[src/rtl/trap_arbiter_if.sv]
// trap_arbiter_if
//   Commit-slot request bundle and trap-entry command bundle between the
//   barrel pipeline commit stage and the trap arbiter.
//
//   Handshake: there is no ready/backpressure on either side. The commit
//   slot fields are sampled every cycle and are meaningful only while
//   slot_valid=1 (exc_valid and mret_valid are ignored otherwise).
//   trap_valid is a one-cycle registered pulse; the trap_* payload is
//   meaningful while trap_valid=1 and holds its last value otherwise.
//
//   master : commit stage  (drives slot_*, exc_*, mret_valid; reads trap_*)
//   slave  : trap arbiter  (reads slot_*, exc_*, mret_valid; drives trap_*)

`ifndef XLEN
`define XLEN 32
`endif
`ifndef HART_ID_W
`define HART_ID_W 2
`endif

interface trap_arbiter_if #(
   parameter int HART_ID_W = `HART_ID_W,
   parameter int XLEN      = `XLEN
);
   logic                 slot_valid;
   logic [HART_ID_W-1:0] slot_hart_id;
   logic [XLEN-1:0]      slot_pc;
   logic                 exc_valid;
   logic [3:0]           exc_cause;
   logic [XLEN-1:0]      exc_tval;
   logic                 mret_valid;

   logic                 trap_valid;
   logic [HART_ID_W-1:0] trap_hart_id;
   logic [XLEN-1:0]      trap_vector;
   logic [XLEN-1:0]      trap_mepc;
   logic [XLEN-1:0]      trap_mcause;
   logic [XLEN-1:0]      trap_mtval;

   modport master (
      output slot_valid, slot_hart_id, slot_pc, exc_valid, exc_cause, exc_tval, mret_valid,
      input  trap_valid, trap_hart_id, trap_vector, trap_mepc, trap_mcause, trap_mtval
   );

   modport slave (
      input  slot_valid, slot_hart_id, slot_pc, exc_valid, exc_cause, exc_tval, mret_valid,
      output trap_valid, trap_hart_id, trap_vector, trap_mepc, trap_mcause, trap_mtval
   );
endinterface

[src/rtl/trap_arbiter.sv]
// trap_arbiter
//   Multi-hart machine-mode trap controller. Samples the three standard
//   machine interrupts per hart, evaluates the commit-slot hart each cycle
//   for an exception or interrupt, and issues one registered trap-entry
//   command. Tracks per-hart handler state (IDLE/HANDLER).
//
//   Ports:
//     clk, rst_n    clock, asynchronous active-low reset
//     mstatus_mie   per-hart mstatus.MIE
//     mie_bits      per-hart {MEIE,MTIE,MSIE}, hart h at [3h+2:3h]
//     mip_bits      per-hart {MEIP,MTIP,MSIP}, same packing
//     mtvec         per-hart mtvec, hart h at [XLEN*h +: XLEN]
//     tif           commit slot in / trap-entry command out (slave side)
//     in_handler    per-hart handler-active flag (exposes the FSM state)

`ifndef XLEN
`define XLEN 32
`endif
`ifndef HART_ID_W
`define HART_ID_W 2
`endif

module trap_arbiter #(
   parameter int                   NUM_HARTS     = 4,
   parameter int                   HART_ID_W     = `HART_ID_W,
   parameter int                   XLEN          = `XLEN,
   parameter logic [NUM_HARTS-1:0] IRQ_HART_MASK = {NUM_HARTS{1'b1}}
) (
   input  logic                      clk,
   input  logic                      rst_n,
   input  logic [NUM_HARTS-1:0]      mstatus_mie,
   input  logic [3*NUM_HARTS-1:0]    mie_bits,
   input  logic [3*NUM_HARTS-1:0]    mip_bits,
   input  logic [XLEN*NUM_HARTS-1:0] mtvec,
   trap_arbiter_if.slave             tif,
   output logic [NUM_HARTS-1:0]      in_handler
);

   typedef enum logic {
      HART_IDLE    = 1'b0,
      HART_HANDLER = 1'b1
   } hart_state_e;

   localparam logic [3:0] CODE_MSI = 4'd3;
   localparam logic [3:0] CODE_MTI = 4'd7;
   localparam logic [3:0] CODE_MEI = 4'd11;

   // ---------------------------------------------------------------
   // Interrupt sampling: level-sensitive, one cycle of latency.
   // ---------------------------------------------------------------
   logic [NUM_HARTS-1:0] irq_pend_d, irq_pend_q;
   logic [3:0]           irq_code_d [NUM_HARTS];
   logic [3:0]           irq_code_q [NUM_HARTS];

   always_comb begin
      for (int h = 0; h < NUM_HARTS; h++) begin
         logic [2:0] act;
         act           = mie_bits[3*h +: 3] & mip_bits[3*h +: 3];
         irq_pend_d[h] = IRQ_HART_MASK[h] & mstatus_mie[h] & (|act);
         // MEI > MSI > MTI; act bit order is {E,T,S}
         if (act[2])      irq_code_d[h] = CODE_MEI;
         else if (act[0]) irq_code_d[h] = CODE_MSI;
         else             irq_code_d[h] = CODE_MTI;
      end
   end

   always_ff @(posedge clk or negedge rst_n) begin
      if (!rst_n) begin
         irq_pend_q <= '0;
         for (int h = 0; h < NUM_HARTS; h++) irq_code_q[h] <= '0;
      end else begin
         irq_pend_q <= irq_pend_d;
         for (int h = 0; h < NUM_HARTS; h++) irq_code_q[h] <= irq_code_d[h];
      end
   end

   // ---------------------------------------------------------------
   // Commit-slot hart selection. A hart id outside NUM_HARTS never
   // matches, so such a slot cannot trap or change any state.
   // ---------------------------------------------------------------
   hart_state_e state_q [NUM_HARTS];
   hart_state_e state_d [NUM_HARTS];

   logic            slot_ok;
   logic            sel_pend;
   logic [3:0]      sel_code;
   hart_state_e     sel_state;
   logic [XLEN-1:0] sel_mtvec;

   always_comb begin
      slot_ok   = 1'b0;
      sel_pend  = 1'b0;
      sel_code  = '0;
      sel_state = HART_IDLE;
      sel_mtvec = '0;
      for (int h = 0; h < NUM_HARTS; h++) begin
         if (tif.slot_hart_id == HART_ID_W'(h)) begin
            slot_ok   = 1'b1;
            sel_pend  = irq_pend_q[h];
            sel_code  = irq_code_q[h];
            sel_state = state_q[h];
            sel_mtvec = mtvec[XLEN*h +: XLEN];
         end
      end
   end

   // ---------------------------------------------------------------
   // Take decision. Exceptions beat everything (including a same-slot
   // mret); interrupts need IDLE and no mret in the slot, so an mret
   // retiring alongside a pending interrupt defers it to the next slot.
   // ---------------------------------------------------------------
   logic slot_live, take_exc, take_irq, take, do_mret;

   always_comb begin
      slot_live = tif.slot_valid & slot_ok;
      take_exc  = slot_live & tif.exc_valid;
      take_irq  = slot_live & ~tif.exc_valid & sel_pend &
                  (sel_state == HART_IDLE) & ~tif.mret_valid;
      take      = take_exc | take_irq;
      do_mret   = slot_live & tif.mret_valid & ~take;
   end

   // ---------------------------------------------------------------
   // Per-hart handler FSM.
   // ---------------------------------------------------------------
   always_ff @(posedge clk or negedge rst_n) begin
      if (!rst_n) begin
         for (int h = 0; h < NUM_HARTS; h++) state_q[h] <= HART_IDLE;
      end else begin
         for (int h = 0; h < NUM_HARTS; h++) state_q[h] <= state_d[h];
      end
   end

   always_comb begin
      for (int h = 0; h < NUM_HARTS; h++) begin
         state_d[h] = state_q[h];
         if (tif.slot_hart_id == HART_ID_W'(h)) begin
            if (take)         state_d[h] = HART_HANDLER;
            else if (do_mret) state_d[h] = HART_IDLE;
         end
      end
   end

   always_comb begin
      for (int h = 0; h < NUM_HARTS; h++) in_handler[h] = (state_q[h] == HART_HANDLER);
   end

   // ---------------------------------------------------------------
   // Trap payload. Mode 2'b1x is treated as direct; the vectored sum
   // wraps at XLEN bits.
   // ---------------------------------------------------------------
   logic [XLEN-1:0] base, vec_d, mcause_d, mtval_d;

   always_comb begin
      base = {sel_mtvec[XLEN-1:2], 2'b00};
      if (take_exc) begin
         vec_d    = base;
         mcause_d = {{(XLEN-4){1'b0}}, tif.exc_cause};
         mtval_d  = tif.exc_tval;
      end else begin
         if (sel_mtvec[1:0] == 2'b01) vec_d = base + {{(XLEN-6){1'b0}}, sel_code, 2'b00};
         else                         vec_d = base;
         mcause_d = {1'b1, {(XLEN-5){1'b0}}, sel_code};
         mtval_d  = '0;
      end
   end

   always_ff @(posedge clk or negedge rst_n) begin
      if (!rst_n) begin
         tif.trap_valid   <= 1'b0;
         tif.trap_hart_id <= '0;
         tif.trap_vector  <= '0;
         tif.trap_mepc    <= '0;
         tif.trap_mcause  <= '0;
         tif.trap_mtval   <= '0;
      end else begin
         tif.trap_valid <= take;
         if (take) begin
            tif.trap_hart_id <= tif.slot_hart_id;
            tif.trap_vector  <= vec_d;
            tif.trap_mepc    <= tif.slot_pc;
            tif.trap_mcause  <= mcause_d;
            tif.trap_mtval   <= mtval_d;
         end
      end
   end

endmodule

[src/flat_wrapper.sv]
// flat-port wrapper written by rule: the top's interface ports become plain ports
module trap_arbiter_flat 
#(
   parameter int                   NUM_HARTS     = 4,
   parameter int                   HART_ID_W     = `HART_ID_W,
   parameter int                   XLEN          = `XLEN,
   parameter logic [NUM_HARTS-1:0] IRQ_HART_MASK = {NUM_HARTS{1'b1}}
)
  (clk, rst_n, mstatus_mie, mie_bits, mip_bits, mtvec, in_handler, tif_slot_valid, tif_slot_hart_id, tif_slot_pc, tif_exc_valid, tif_exc_cause, tif_exc_tval, tif_mret_valid, tif_trap_valid, tif_trap_hart_id, tif_trap_vector, tif_trap_mepc, tif_trap_mcause, tif_trap_mtval);
  trap_arbiter_if #(.HART_ID_W(HART_ID_W), .XLEN(XLEN)) tif_i ();
  input  logic clk;
  input  logic rst_n;
  input  logic [NUM_HARTS-1:0] mstatus_mie;
  input  logic [3*NUM_HARTS-1:0] mie_bits;
  input  logic [3*NUM_HARTS-1:0] mip_bits;
  input  logic [XLEN*NUM_HARTS-1:0] mtvec;
  output logic [NUM_HARTS-1:0] in_handler;
  input wire logic [$bits(tif_i.slot_valid)-1:0] tif_slot_valid;
  input wire logic [$bits(tif_i.slot_hart_id)-1:0] tif_slot_hart_id;
  input wire logic [$bits(tif_i.slot_pc)-1:0] tif_slot_pc;
  input wire logic [$bits(tif_i.exc_valid)-1:0] tif_exc_valid;
  input wire logic [$bits(tif_i.exc_cause)-1:0] tif_exc_cause;
  input wire logic [$bits(tif_i.exc_tval)-1:0] tif_exc_tval;
  input wire logic [$bits(tif_i.mret_valid)-1:0] tif_mret_valid;
  output wire logic [$bits(tif_i.trap_valid)-1:0] tif_trap_valid;
  output wire logic [$bits(tif_i.trap_hart_id)-1:0] tif_trap_hart_id;
  output wire logic [$bits(tif_i.trap_vector)-1:0] tif_trap_vector;
  output wire logic [$bits(tif_i.trap_mepc)-1:0] tif_trap_mepc;
  output wire logic [$bits(tif_i.trap_mcause)-1:0] tif_trap_mcause;
  output wire logic [$bits(tif_i.trap_mtval)-1:0] tif_trap_mtval;
  assign tif_i.slot_valid = tif_slot_valid;
  assign tif_i.slot_hart_id = tif_slot_hart_id;
  assign tif_i.slot_pc = tif_slot_pc;
  assign tif_i.exc_valid = tif_exc_valid;
  assign tif_i.exc_cause = tif_exc_cause;
  assign tif_i.exc_tval = tif_exc_tval;
  assign tif_i.mret_valid = tif_mret_valid;
  assign tif_trap_valid = tif_i.trap_valid;
  assign tif_trap_hart_id = tif_i.trap_hart_id;
  assign tif_trap_vector = tif_i.trap_vector;
  assign tif_trap_mepc = tif_i.trap_mepc;
  assign tif_trap_mcause = tif_i.trap_mcause;
  assign tif_trap_mtval = tif_i.trap_mtval;
  trap_arbiter #(.NUM_HARTS(NUM_HARTS), .HART_ID_W(HART_ID_W), .XLEN(XLEN), .IRQ_HART_MASK(IRQ_HART_MASK)) u_core (.clk(clk), .rst_n(rst_n), .mstatus_mie(mstatus_mie), .mie_bits(mie_bits), .mip_bits(mip_bits), .mtvec(mtvec), .tif(tif_i), .in_handler(in_handler));
endmodule
[config.mk]
export PLATFORM = sky130hd
export DESIGN_NAME = trap_arbiter_flat
export DESIGN_NICKNAME = d
export VERILOG_FILES = /design/src/rtl/trap_arbiter_if.sv /design/src/rtl/trap_arbiter.sv /design/src/flat_wrapper.sv
export SDC_FILE = /design/constraint.sdc
export NUM_CORES = 1
export LEC_CHECK = 0
export CAP_MARGIN = 20
export CORE_AREA = 2 2 142 144
export DETAILED_ROUTE_END_ITERATION = 10
export DIE_AREA = 0 0 144 146
export PLACE_DENSITY_LB_ADDON = 0.3
export SKIP_LAST_GASP = 1
export SLEW_MARGIN = 20
export SYNTH_ARGS = -nofsm -noshare
export SYNTH_HDL_FRONTEND = slang
export SYNTH_SLANG_ARGS = --single-unit
[constraint.sdc]
create_clock -name clk -period 2.8 [get_ports clk]
set_input_delay 0.42 -clock clk [delete_from_list [all_inputs] [get_ports clk]]
set_output_delay 0.42 -clock clk [all_outputs]
set_load 0.01 [all_outputs]
==> Yosys cells after proc, flatten, opt, wreduce, memory -nomap -nowiden <==
Cells that the tools add are included.
{ "totals": {"ff_bits": 155} }
{ "op_classes": {"eq_ne": 4, "reduce_logical": 10, "bitwise_logic": 21, "mux": 34, "n_addsub": 1} }
{ "op_table": {"columns": ["cell", "n"], "rows": [
  ["2-to-1 mux 32 bit", 8],
  ["adder 32 x 6 -> 32 bit", 1],
  ["2-to-1 mux 4 bit", 8],
  ["2-to-1 mux 1 bit", 14],
  ["AND 1 bit", 12],
  ["AND 3 bit", 4],
  ["2-to-1 mux 3 bit", 4],
  ["OR reduction 3 bit", 4],
  ["AND reduction 2 bit", 4],
  ["equality test 2 x 1 -> 1 bit, second input constant", 2],
  ["equality test 2 bit, second input constant", 2],
  ["NOT 1 bit", 4],
  ["logical NOT 2 bit", 1],
  ["nonzero test 2 bit", 1],
  ["bitwise OR 1 bit", 1]
]} }

==> Depth between registers and ports, before layout <==
{ "logic_depth": {"ltp_word": 15, "depth_mapped": 13} }

==> Worst setup path before layout <==
Ideal clock, no wire load.
{ "synth_path": {"kind": "input-to-reg", "startpoint": "in tif_slot_hart_id[0]", "endpoint": "reg u_core.tif.trap_vector[31]", "t_arrival_ns": 3.710, "path_slack_ns": -0.979, "stages": 12, "required_time_ns": 2.731, "n_path_buf": 4, "path_cell_list": "buf_6 -> buf_12 -> buf_6 -> buf_1 -> mux4_2 -> ha_1 -> nand2_1 -> o21ai_0 -> nand3_2 -> or4_4 -> or4_1 -> nand3_1"} }
{ "synth_via": {"elab_chain_cells": 11, "elab_cells_between_ends": 36} }
{ "synth_lines": {"columns": ["item", "line", "text"], "rows": [
  ["start: declaration", "flat_wrapper.sv:19", "input wire logic [$bits(tif_i.slot_hart_id)-1:0] tif_slot_hart_id;"],
  ["parallel branches: the longest is 11 deep, another holds adder 32 x 6 -> 32 bit", null, null],
  ["end signal: assignment", "trap_arbiter.sv:180", "tif.trap_vector <= vec_d;"],
  ["end: declaration", "trap_arbiter_if.sv:47", "output trap_valid, trap_hart_id, trap_vector, trap_mepc, trap_mcause, trap_mtval"]
]} }
Several ways; the timed one is not identified.
A chain may end at the register's enable or synchronous reset.

==> Final worst setup path <==
{ "layout_path": {"startpoint": "in mtvec[101]", "endpoint": "reg u_core.tif.trap_vector[27]"} }
{ "layout_via": {"elab_chain_cells": 4} }
{ "layout_lines": {"columns": ["item", "line", "text"], "rows": [
  ["start: declaration", "flat_wrapper.sv:16", "input logic [XLEN*NUM_HARTS-1:0] mtvec;"],
  ["2-to-1 mux 32 bit", "trap_arbiter.sv:97", "if (tif.slot_hart_id == HART_ID_W'(h)) begin"],
  ["adder 32 x 6 -> 32 bit", "trap_arbiter.sv:161", "if (sel_mtvec[1:0] == 2'b01) vec_d = base + {{(XLEN-6){1'b0}}, sel_code, 2'b00};"],
  ["2-to-1 mux 32 bit", "trap_arbiter.sv:161", null],
  ["2-to-1 mux 32 bit", "trap_arbiter.sv:156", "if (take_exc) begin"]
]} }
Every way passes these cells.

==> flow_summary.json <==
{
  "post_cts_buffers": 0,
  "r2r_slack_ns": 0.20,
  "relSlewSlack": 0.6029,
  "overflow": 0,
  "die_w_um": 144,
  "syn_to_final_growth_pct": 71.60,
  "final_nets": 1245,
  "dr.pass1.iters": 4,
  "fp.dieH_um": 146,
  "maxCapViolCount": 0,
  "crit_fanout": 5,
  "finalHoldViolCount": 1,
  "fillers": 1755,
  "seq_area_frac_synth": 0.4717,
  "syn_avg_cell_area_sq_um": 9.911,
  "drc": 0,
  "synth_area_leaders": "dfrtp_1 (47%), nand2_1 (13%), mux4_2 (6.4%), mux4_1 (6.2%), buf_4 (3.4%)",
  "postCtsHoldBufs": 0,
  "setup_violations": 0,
  "finalCritPeriodShare": 0.9504,
  "grt_usage": 0.2002,
  "p_per_area_mw_per_mm2": 536.9,
  "synthXorXnorAreaFrac": 0.03329,
  "grt_pass1_wl_mm": 32.11,
  "yosys.area.top_type": "dfrtp_1",
  "grt_max_degree": 43,
  "fin_cells": 1285,
  "antenna_found_initial": 1,
  "muxShareOfSynthArea": 0.1415,
  "drv_slew": 0,
  "dp_hpwl_mm": 16.33,
  "path_cells": "clkdlybuf4s50_1 -> mux4_2 -> ha_4 -> nand2_1 -> o21ai_2 -> nand3_2 -> or4_4 -> or3_1 -> a31oi_1",
  "clock_sinks": 119,
  "synth-simple-area-share": 0.2267,
  "cts-root-buf": "clkbuf_16",
  "layout.cells.most_common_list": "clkdlybuf4s50_1 (333), nand2_1 (212), dfrtp_1 (119)",
  "die-area_sq_mm": 0.02102,
  "fp-row-count": 51,
  "power_mw": 5.817,
  "ys_types": 48,
  "worstMarginPinSlew_ns": 0.5957,
  "post-place-cells": 1255,
  "drtIter0Drc": 261,
  "ys_async_sr_fraction": 1.000,
  "clk_latency_ns": 0.41,
  "drive_above_1_share": 0.1286,
  "layout_commonest_cell": "clkdlybuf4s50_1",
  "cts_buffer_depth": 2,
  "cp-start-kind": "primary input",
  "start_util": 0.3265,
  "clk_pin_slew_ns": 0.05,
  "critPathRequiredTime_ns": 3.12,
  "place.gp.congestion": 0.7710,
  "grt_pass1_vias": 5855,
  "fmax_mhz": 375.8,
  "crit_arrival_ns": 2.98,
  "vias_per_cell": 4.606,
  "p_leak_nw": 4.727,
  "ant_nets": 0,
  "cts_made_buffers": 17,
  "wl_per_cell_um": 16.17,
  "slowest_delay_ns": 0.52,
  "status": "complete, but fails checks",
  "core-area_sq_mm": 0.01933,
  "hold_ws_ns": -0.0006714,
  "violations": "hold timing",
  "synth_top_cell_area_share": 0.4717,
  "crit_path_end_kind": "flop",
  "io_buffers": 336,
  "postCtsResizedCells": 0,
  "synth_top_family_by_area": "simple AND/OR/NAND/NOR gates",
  "crit_slowest_cell": "mux4_2",
  "hp-class": "primary input to async pin",
  "synth_top_flop_cell": "dfrtp_1",
  "reg2reg_from": "u_core.irq_code_q[11]",
  "ys_ff_latch": 119,
  "setup_tns_ns": 0,
  "synthAdderAreaFrac": 0.01110,
  "ys_warn_count": 0,
  "rsz0062_at_grt": "no",
  "finClkSkew_ns": 0.007960,
  "synth_compound_area_frac": 0.04895,
  "critPathKind": "primary input to flop",
  "syn_inst": 637,
  "netlist_area_sq_mm": 0.006314,
  "fin_crit_ns": 2.661,
  "totalWireLength_mm": 20.78,
  "ios": 366,
  "max-vdd-ir-drop_mv": 0.3711,
  "timing.rr.end": "u_core.tif.trap_vector[27]",
  "tritoncts": "done",
  "num_vias": 5919,
  "synth_enable_flop_cells": 0,
  "htreeDepth": 4,
  "rr_worst_depth": 8
}
==> layer usage <==
| layer | global-route usage | routed length (um) | share of wire | vias to the layer above |
|---|---|---|---|---|
| li1 | - | - | - | 2863 |
| met2 | 0.3438 | 10600 | 0.51 | 226 |
| met3 | 0.05528 | 1504 | 0.072 | 18 |
| met4 | 0.06275 | 282 | 0.014 | 0 |
| met1 | 0.2428 | 8395 | 0.40 | 2812 |
| met5 | 0 | 0 | 0 | - |
==> through the flow <==
stage / instance area, sq um / utilization / setup WS [ns]
after CTS: 10830 / 0.5600 / 0.06925
after global routing: 10830 / 0.5603 / 0.02091
after global placement: 10280 / 0.5318 / -0.3348
final: 10830 / 0.5603 / 0.1388
after detailed placement: 10280 / 0.5318 / -0.3698
after floorplan: 6521 / - / -0.4603
==> cell type report <==
type | count | area [sq um] | area share
Clock inverter | 9 | 78.83 | 0.007276
Clock buffer | 20 | 466.7 | 0.04308
Inverter | 7 | 26.28 | 0.002425
Antenna cell | 1 | 2.502 | 0.0002310
Timing Repair Buffer | 390 | 3831 | 0.3536
Sequential cell | 119 | 2978 | 0.2749
Tap cell | 265 | 331.6 | 0.03060
Multi-Input combinational cell | 474 | 3119 | 0.2879
==> cells in the mapped netlist (all sizes together), types with 4 or more instances <==
master / n
nor2b: 6
inv: 7
nor4: 9
dfrtp: 119
nand2: 213
nand3b: 6
or4: 4
mux2i: 6
ha: 4
a21boi: 4
and2: 6
o21ai: 33
xnor2: 22
nor3: 5
a21oi: 10
clkbuf: 26
mux4: 33
nand3: 42
nor2: 14
buf: 39
==> logic make-up after synthesis <==
| kind of cell | count (synthesis) |
|---|---|
| compound gates | 56 |
| xor+xnor | 24 |
| fa+ha+maj | 5 |
| buf+inv | 72 |
| flops | 119 |
| mux | 42 |
| other cells | 2 |
| simple gates | 317 |
==> report_power, final <==
group          switching [mW]  internal [mW]
registers               0.128           1.97
clock network           0.749           1.27
logic                   0.708           1.00
==> worst max-delay path, delay by kind of cell <==
family | cells | cell delay (ns)
adders and majority gates | 1 | 0.32
muxes | 1 | 0.52
and+or+nand+nor | 4 | 0.99
buffers and inverters | 1 | 0.39
AOI/OAI and AO/OA | 2 | 0.34
==> sequential cells by signal, indices dropped and copies added (netlist names) <==
register	cells
u_core.tif.trap_valid	1
u_core.irq_code_q	9
u_core.tif.trap_mtval	32
u_core.tif.trap_vector	30
u_core.in_handler	4
u_core.irq_pend_q	4
u_core.tif.trap_mepc	32
u_core.tif.trap_mcause	5
u_core.tif.trap_hart_id	2
==> how the worst max path moves through the flow <==
stage                                            end           startpoint  slack (ns)
after floorplan           u_core.tif.trap_vector[31]  tif_slot_hart_id[0]       -0.46
after global placement    u_core.tif.trap_vector[31]           mtvec[101]       -0.33
after detailed placement  u_core.tif.trap_vector[27]           mtvec[101]       -0.37
after CTS                 u_core.tif.trap_vector[27]           mtvec[101]        0.07
after global routing      u_core.tif.trap_vector[29]           mtvec[101]        0.02
final                     u_core.tif.trap_vector[27]           mtvec[101]        0.14
Power figures use the tool's default switching activity.
==> patch: new RTL, same flow settings <==
`XLEN`: 32 -> 16.
--- a/src/rtl/trap_arbiter_if.sv
+++ b/src/rtl/trap_arbiter_if.sv
@@ -12,7 +12,7 @@
 //   slave  : trap arbiter  (reads slot_*, exc_*, mret_valid; drives trap_*)
 
 `ifndef XLEN
-`define XLEN 32
+`define XLEN 16
 `endif
 `ifndef HART_ID_W
 `define HART_ID_W 2
Ports: changed (7 resized); port bits go from 366 to 206. No check against the original RTL was run, so the function may have changed too.
==> patch against the original RTL <==
Area after synthesis decreased by 40%; via count fell by 45%; worst setup slack improved by 0.053 ns; largest power group is now clock; count of clock-buffer cells in the layout decreased by 11; utilization down 22 points; global-route usage fell by 7.8 points; clock power is 35% lower; routed wire length down 39%; power down 37%; final area shrank 40%; first-iteration DRC count decreased by 52%; sequential cell count is 48 lower.
==> patch: results (changes against the original RTL) <==
** CTS
- The insertion delay to the later sink of the worst-skew pair was 0.34 ns (-0.07 ns).
- The post-cts resize count is 2 (+2).

** Critical path
- The largest individual stage delay along the critical path comes from the cell clkdlybuf4s50_1.
- The critical path arrival came to 2.86 ns (-0.12 ns).
- Worst reg2reg startpoint :: u_core.irq_code_q[15]
- Endpoint of the lowest-slack register-to-register path :: u_core.tif.trap_vector[9]
- The internal reg-to-reg setup slack is 0.41 ns (+0.21 ns).
- R2r worst-path depth :: 7 (-1)
- The most critical setup path has its startpoint at tif_slot_hart_id[1].

** Synth
- The sequential share of the synthesized area came to 0.4696 (-0.002084).
- The distinct cell type count after synthesis came to 52 (+8.3%).

** Global route
- The all-layer global routing usage is 0.1225 (-0.07774).
- The wire length of the first global-routing pass is 19410 um (-40%).
- Vias in the first global route :: 3507 (-40%)
- Initial antenna violation count :: 0 (-1)

** Power
- The ratio of total power to cell area is 559.9 nW/um2 (+4.3%).
- P_int :: 2.692 mW (-36%)
- Leak Pwr :: 2.675 nW (-43%)

** Routing
- The average wire per standard cell is 16.06 um (-0.70%).
- Routed via count :: 3285 (-45%)

** Timing
- Peak clock frequency supported by timing :: 383.4 MHz (+2.0%)
- The relative slew slack is 0.3850 (-0.2179).

** Layout
- Number of antenna repair diodes :: 0 (-1)
- The layout cell share with drive strength beyond 1 was 0.1715 (+0.04293).

** Outcome
- The run finished with clean final reports.

** Placement
- Worst slack at placement :: -0.5113 ns (-0.1415 ns)
==> patch: changes by cell type in the layout (fill, tap and decap cells not counted), sizes merged, moves of 11 or more <==
cell | unedited run | this run
a22o | 0 | 16
mux4 | 33 | 18
dfrtp | 119 | 71
mux2 | 3 | 21
nand2 | 213 | 16
conb | 30 | 14
clkbuf | 20 | 9
clkdlybuf4s50 | 333 | 190
xnor2 | 22 | 4
nand3 | 42 | 12
o21ai | 33 | 16
buf | 57 | 28
==> patch: cells by family after synthesis <==
logic type / synth area share
DFF: 0.4696
AOI/OAI and AO/OA: 0.1316
xor gates and xnor gates: 0.01157
other: 0.001985
buffers and inverters: 0.06316
muxes: 0.1954
and+or+nand+nor: 0.1081
adders and majority gates: 0.01852
==> patch: layout make-up <==
class	count	area share
repair buffers	219	0.3304
multi-input cells	206	0.2886
inverters	8	0.004624
flip-flops and latches	71	0.2736
clock inverters	6	0.01696
clock buffers	9	0.03468
well taps	265	0.05106
